<file path="src/rtl/multi_channel_watchdog.sv">
// N-channel heartbeat watchdog with early-warning, optional window faults,
// sticky trip flags and a retriggerable stretched system reset request.
module multi_channel_watchdog #(
   parameter int NUM_CH      = 4,
   parameter int CNT_W       = 32,
   parameter int TIMEOUT     = 50_000_000,
   parameter int WARN_CYCLES = 37_500_000,
   parameter int WINDOW_MIN  = 0,
   parameter int RST_HOLD    = 16
) (
   input  logic              clk,
   input  logic              rst,
   input  logic [NUM_CH-1:0] enable,
   input  logic [NUM_CH-1:0] heartbeat,
   input  logic [NUM_CH-1:0] clear,
   input  logic              force_reset,
   output logic [NUM_CH-1:0] warning,
   output logic [NUM_CH-1:0] triggered,
   output logic [NUM_CH-1:0] early_fault,
   output logic              any_triggered,
   output logic              sys_reset
);

   typedef enum logic [1:0] {
      ST_IDLE    = 2'd0,
      ST_ARMING  = 2'd1,
      ST_RUNNING = 2'd2,
      ST_TRIPPED = 2'd3
   } ch_state_t;

   localparam int               HOLD_W    = $clog2(RST_HOLD + 1);
   localparam logic [CNT_W-1:0] CNT_ONE   = CNT_W'(1);
   localparam logic [CNT_W-1:0] CNT_LAST  = CNT_W'(TIMEOUT - 1);
   localparam logic [CNT_W-1:0] WARN_TH   = CNT_W'(WARN_CYCLES);
   localparam bit               WIN_EN    = (WINDOW_MIN > 0);
   // Last counter value that still counts as too early; unused when WIN_EN is 0.
   localparam logic [CNT_W-1:0] WIN_LAST  = WIN_EN ? CNT_W'(WINDOW_MIN - 1) : CNT_W'(0);
   localparam logic [HOLD_W-1:0] HOLD_LOAD = HOLD_W'(RST_HOLD);
   localparam logic [HOLD_W-1:0] HOLD_ONE  = HOLD_W'(1);

   ch_state_t         state_r [NUM_CH];
   ch_state_t         state_s [NUM_CH];
   logic [CNT_W-1:0]  cnt_r   [NUM_CH];
   logic [CNT_W-1:0]  cnt_s   [NUM_CH];
   logic [NUM_CH-1:0] trip_s;
   logic [NUM_CH-1:0] trig_s;
   logic [NUM_CH-1:0] early_s;
   logic [NUM_CH-1:0] warn_s;
   logic [HOLD_W-1:0] hold_r;
   logic [HOLD_W-1:0] hold_s;

   // Per-channel next state, counter and sticky flag computation.
   always_comb begin
      for (int i = 0; i < NUM_CH; i++) begin
         state_s[i] = state_r[i];
         cnt_s[i]   = cnt_r[i];
         trig_s[i]  = triggered[i];
         early_s[i] = early_fault[i];
         trip_s[i]  = 1'b0;
         case (state_r[i])
            ST_IDLE: begin
               if (enable[i]) begin
                  state_s[i] = ST_ARMING;
                  cnt_s[i]   = heartbeat[i] ? CNT_W'(0) : CNT_ONE;
               end else begin
                  cnt_s[i] = CNT_W'(0);
               end
            end
            ST_ARMING, ST_RUNNING: begin
               if (!enable[i]) begin
                  state_s[i] = ST_IDLE;
                  cnt_s[i]   = CNT_W'(0);
               end else if (heartbeat[i]) begin
                  // A heartbeat at CNT_LAST lands here first, so it beats the timeout.
                  if (WIN_EN && (state_r[i] == ST_RUNNING) && (cnt_r[i] <= WIN_LAST)) begin
                     state_s[i] = ST_TRIPPED;
                     trip_s[i]  = 1'b1;
                     trig_s[i]  = 1'b1;
                     early_s[i] = 1'b1;
                  end else begin
                     state_s[i] = ST_RUNNING;
                     cnt_s[i]   = CNT_W'(0);
                  end
               end else if (cnt_r[i] == CNT_LAST) begin
                  state_s[i] = ST_TRIPPED;
                  trip_s[i]  = 1'b1;
                  trig_s[i]  = 1'b1;
               end else begin
                  cnt_s[i] = cnt_r[i] + CNT_ONE;
               end
            end
            ST_TRIPPED: begin
               if (clear[i]) begin
                  state_s[i] = ST_IDLE;
                  cnt_s[i]   = CNT_W'(0);
                  trig_s[i]  = 1'b0;
                  early_s[i] = 1'b0;
               end else begin
                  state_s[i] = ST_TRIPPED;
               end
            end
            default: begin
               state_s[i] = ST_IDLE;
               cnt_s[i]   = CNT_W'(0);
               trig_s[i]  = 1'b0;
               early_s[i] = 1'b0;
            end
         endcase
         warn_s[i] = ((state_s[i] == ST_ARMING) || (state_s[i] == ST_RUNNING)) &&
                     (cnt_s[i] >= WARN_TH);
      end
   end

   // Retriggerable hold counter that stretches the system reset request.
   always_comb begin
      hold_s = hold_r;
      if ((|trip_s) || force_reset) begin
         hold_s = HOLD_LOAD;
      end else if (hold_r != HOLD_W'(0)) begin
         hold_s = hold_r - HOLD_ONE;
      end else begin
         hold_s = HOLD_W'(0);
      end
   end

   // State and output registers; rst overrides every other input.
   always_ff @(posedge clk) begin
      if (rst) begin
         for (int i = 0; i < NUM_CH; i++) begin
            state_r[i] <= ST_IDLE;
            cnt_r[i]   <= CNT_W'(0);
         end
         warning       <= '0;
         triggered     <= '0;
         early_fault   <= '0;
         any_triggered <= 1'b0;
         hold_r        <= HOLD_W'(0);
         sys_reset     <= 1'b0;
      end else begin
         for (int i = 0; i < NUM_CH; i++) begin
            state_r[i] <= state_s[i];
            cnt_r[i]   <= cnt_s[i];
         end
         warning       <= warn_s;
         triggered     <= trig_s;
         early_fault   <= early_s;
         any_triggered <= |trig_s;
         hold_r        <= hold_s;
         sys_reset     <= (hold_s != HOLD_W'(0));
      end
   end

endmodule
</file>
<file path="config.mk">
export PLATFORM = sky130hd
export DESIGN_NAME = multi_channel_watchdog
export DESIGN_NICKNAME = d
export VERILOG_FILES = /design/src/rtl/multi_channel_watchdog.sv
export SDC_FILE = /design/constraint.sdc
export NUM_CORES = 1
export LEC_CHECK = 0
export CAP_MARGIN = 20
export CORE_MARGIN = 1.5
export CORE_UTILIZATION = 60
export DETAILED_ROUTE_END_ITERATION = 16
export HOLD_SLACK_MARGIN = 0.06
export PLACE_DENSITY = 0.81
export SYNTH_ARGS = -nofsm -noshare
export SYNTH_HDL_FRONTEND = slang
export SYNTH_SLANG_ARGS = --single-unit
</file>
<file path="constraint.sdc">
create_clock -name clk -period 3.85 [get_ports clk]
set_input_delay 0.385 -clock clk [delete_from_list [all_inputs] [get_ports clk]]
set_output_delay 0.385 -clock clk [all_outputs]
set_load 0.1 [all_outputs]
</file>
==> results by group <==
Global route
  • Total congestion overflow: 0
  • Most used routing layer: met2
  • Total track usage: 0.331
  • Antenna violations before repair: 0
  • Pin count of the biggest net entering global routing: 41
  • Vias in the first global route: approximately 9000
  • Met3 Use GR: 0.0651
  • First-pass GRT wire length: around 44000 um
  • Grt met1 use: 0.431
  • Met2 Track Usage GR: 0.540

Place
  • Pre-CTS WS: between 0.6 and 0.7 ns
  • Gpl congestion: about 0.92
  • Dpl hpwl: 17500 um
  • Area after DPL: just under 0.01 sq mm
  • I/O Buffers: 24

Cells and area
  • Layout cells sized above 1: 0.0670
  • Post-route cell area: between 0.01 and 0.015 sq mm
  • Final nets: 1284
  • Final core utilization: 0.685
  • Antenna fix cells: 0
  • Layout fillers: roughly 1300
  • Area delta synth->final: 11.1%

Synth
  • Number of synthesized flops with an enable pin: 0
  • #FFs+latches synth: around 150
  • Synth Area in Adders: 0.0173
  • Post-synthesis xor/xnor area fraction: 0.0121
  • Most used DFF post-synth: dfxtp_1
  • Async SR Flop Fraction: 0
  • Synth Instances: 1270
  • Simple-Gate Fraction of Synth Area: 0.331
  • Mux cell area share after synthesis: 0.00106
  • Synthesis Warnings: 0
  • Cell Area, Synth: ~0.0094 sq mm
  • Largest family of logic cells by synthesized area: simple AND/OR/NAND/NOR gates
  • Sequential-to-total area share from yosys stat: 0.321
  • Unique cell type count in the Yosys netlist: 82
  • Syn Area/Cell: roughly 7.4 sq um
  • Compound-gate portion of the synthesized area: 0.266

Setup path
  • Slowest CP cell: or4_4
  • CP top delay family: simple AND/OR/NAND/NOR gates
  • Reg2reg setup slack: roughly 0.53 ns
  • CP endpoint: warning[0]
  • Crit end category: flop
  • Reg2reg end: warning[0]
  • Crit-path cells: or4b_1 > or4_4 > nor3_2 > o21ai_0 > a2bb2oi_1 > a2111oi_2 > nor4_1 > o41ai_1 > a211oi_1
  • CP required: between 4 and 5 ns
  • Startpoint types: flop
  • Critical path depth: 9
  • CP Launch Point: cnt_r[0][6]
  • R2r startpoint: cnt_r[0][6]
  • Worst Path Buf+Inv: 0
  • Setup CP Type: reg -> reg
  • CP max FO: 7
  • Crit path largest cell delay: ~0.53 ns
  • Data arrival time at the worst-slack endpoint: between 3 and 4 ns
  • Worst reg-to-reg path cell count: 9

Run status
  • Status: completed

STA
  • Setup Total Neg Slack: 0 ns
  • RSZ-0062 raised after global routing: false
  • Final setup fails: 0
  • Max-slew violation count: 0
  • Tcrit/Tclk final: 0.862
  • Final hold violations: 0
  • Clock Skew: just over 0.009 ns
  • Setup ws final: around 0.53 ns
  • Max_slew headroom: 0.227
  • Worst Tran Pin Value: 1.16 ns
  • Fmax: ~300 MHz
  • Fin crit period: 3.32 ns

Floorplan
  • Die width: roughly 130 um
  • Die ar.: 0.0164 sq mm
  • Core area: ~0.015 sq mm
  • FP Rows: 45
  • # IOs: 29
  • Initial Utilization: 0.617
  • Die H: between 100 and 150 um

Pwr
  • Worst vdd ir: roughly 340 uV
  • Net Sw Frac: 0.278
  • P_leak: roughly 0.0034 uW
  • Internal power: about 3000 uW
  • Sequential Power Share: 0.392
  • Combinational Power Share: 0.152
  • Clock Power Share: 0.456
  • Psw: between 1000 and 1500 uW
  • Pwr Density: about 400 mW/mm^2
  • Power Total: a little over 4000 uW

Clock tree
  • # resized after CTS: 0
  • Setup repair bufs after CTS: 0
  • CTS tree: yes
  • Clock Path Buffers: 2
  • Clk_lat worst skew: 0.44 ns
  • Clock sinks: 151
  • Cts bufs inserted: 17
  • CTS Hold Bufs: 0
  • Root Driver: clkbuf_16
  • CTS clk-pin slew, worst paths: approximately 0.060 ns
  • H-tree level count: 4

Flow run
  • Max Cap Violations: 0

Routing
  • Drt wl/cell: roughly 18 um
  • # DRC: 0
  • Final wirelength: ~27000 um
  • Pre-antenna DRT Iters: 6
  • Avg Vias per Cell: about 6.8
  • DR iter-0 viols: 1262
  • Antenna viol nets, final: 0
  • Routed vias: approximately 10000

Min path
  • Worst min-delay path category: in -> reg
routing by layer:
| metal | share of wire | wire length [um] | vias up |
|---|---|---|---|
| met4 | 0.025 | 667 | 0 |
| met1 | 0.42 | 11300 | 4663 |
| li1 | - | - | 4750 |
| met3 | 0.087 | 2340 | 78 |
| met5 | 0 | 0 | - |
| met2 | 0.47 | 12500 | 506 |
logic make-up after synthesis:
family	Yosys count
other cells	1
compound gates	392
xor+xnor	13
flops	151
fa+ha+maj	13
buf+inv	118
mux	1
simple gates	581
cells in the mapped netlist, types with 5 or more instances:
cell type    n  area, sq um
nor4_1      32          200
nand4b_1     5         43.8
a311oi_1    10         87.6
nand2b_1    12         75.1
a31oi_1     38          238
or3_1        9         56.3
ha_1        13          163
nor2b_1     25          156
a21oi_1     99          495
o31ai_1      9         67.6
a41oi_1      9         78.8
a211oi_1    15          113
a22oi_1     12         90.1
a21o_1       6         45.0
or4_1        7         52.6
and2_1      29          181
o31a_1       7         61.3
nand3b_1    12         90.1
nand3_1     44          220
buf_4        5         37.5
xnor2_1      6         52.6
inv_1       25         93.8
o311ai_0     7         61.3
and3_1      38          238
o21ai_0     99          495
and4_1      15          131
or2_1        5         31.3
o41ai_1      5         43.8
o211ai_1     8         60.1
nor3_1      42          210
clkbuf_1    74          278
o21a_1       6         45.0
buf_2        9         45.0
nor2_1     131          492
o22ai_1     14         87.6
xor2_1       7         61.3
nand4_1     44          275
dfxtp_1    151         3020
nand2_1    102          383
per-stage QoR:
stage / hold slack, ns / instances
2_1_floorplan: 0.437 / 1273
3_3_place_gp: 0.456 / 1448
3_5_place_dp: 0.469 / 1448
4_1_cts: 0.447 / 1480
5_1_grt: 0.461 / 1480
6_report: 0.454 / 1480
flip-flops by register name, indices dropped and copies added, names as in the netlist:
name / flops
cnt_r: 128
state_r: 8
hold_r: 5
triggered: 4
warning: 4
any_triggered: 1
sys_reset: 1
worst min path at each step:
stage	from	end	depth (start not counted)
after floorplan	hold_r[0]	hold_r[0]	1
after global placement	hold_r[0]	hold_r[0]	1
after detailed placement	hold_r[0]	hold_r[0]	1
after CTS	rst	cnt_r[3][20]	4
after global routing	rst	cnt_r[3][20]	4
final	rst	cnt_r[3][20]	4
power groups by stage:
stage / sequential [uW] / clock (uW) / combinational, uW
2_1_floorplan: 1660 / 0 / 437
3_3_place_gp: 1650 / 0 / 599
3_5_place_dp: 1660 / 0 / 608
4_1_cts: 1620 / 1900 / 616
5_1_grt: 1630 / 1970 / 683
6_report: 1620 / 1890 / 629
worst register-to-register path: stages (launching register included):
cell	delay [ns]
dfxtp_1	0.44
or4b_1	0.46
or4_4	0.53
nor3_2	0.44
o21ai_0	0.14
a2bb2oi_1	0.27
a2111oi_2	0.11
nor4_1	0.46
o41ai_1	0.12
a211oi_1	0.26
layout by cell type, fill, tap and decap left out, drive strengths merged, types with 13 or more instances in the layout:
| master | count |
|---|---|
| dfxtp | 151 |
| nor2 | 131 |
| nand2 | 102 |
| o21ai | 102 |
| a21oi | 99 |
| nor3 | 45 |
| nand4 | 44 |
| nand3 | 44 |
| and3 | 38 |
| a31oi | 38 |
| nor4 | 36 |
| buf | 34 |
| and2 | 29 |
| inv | 25 |
| nor2b | 25 |
| clkdlybuf4s50 | 23 |
| clkbuf | 21 |
| and4 | 15 |
| a211oi | 15 |
| o22ai | 14 |
| ha | 13 |
cell type report:
type | count | area [sq um] | share of cell area
clock buffer | 21 | 470 | 0.0450
clock inverter | 11 | 195 | 0.0187
inverter | 25 | 93.8 | 0.00897
multi-input combinational | 1004 | 5930 | 0.567
sequential | 151 | 3020 | 0.289
tap | 211 | 264 | 0.0252
timing repair buffer | 57 | 483 | 0.0462
(Power assumes the default switching activity.)
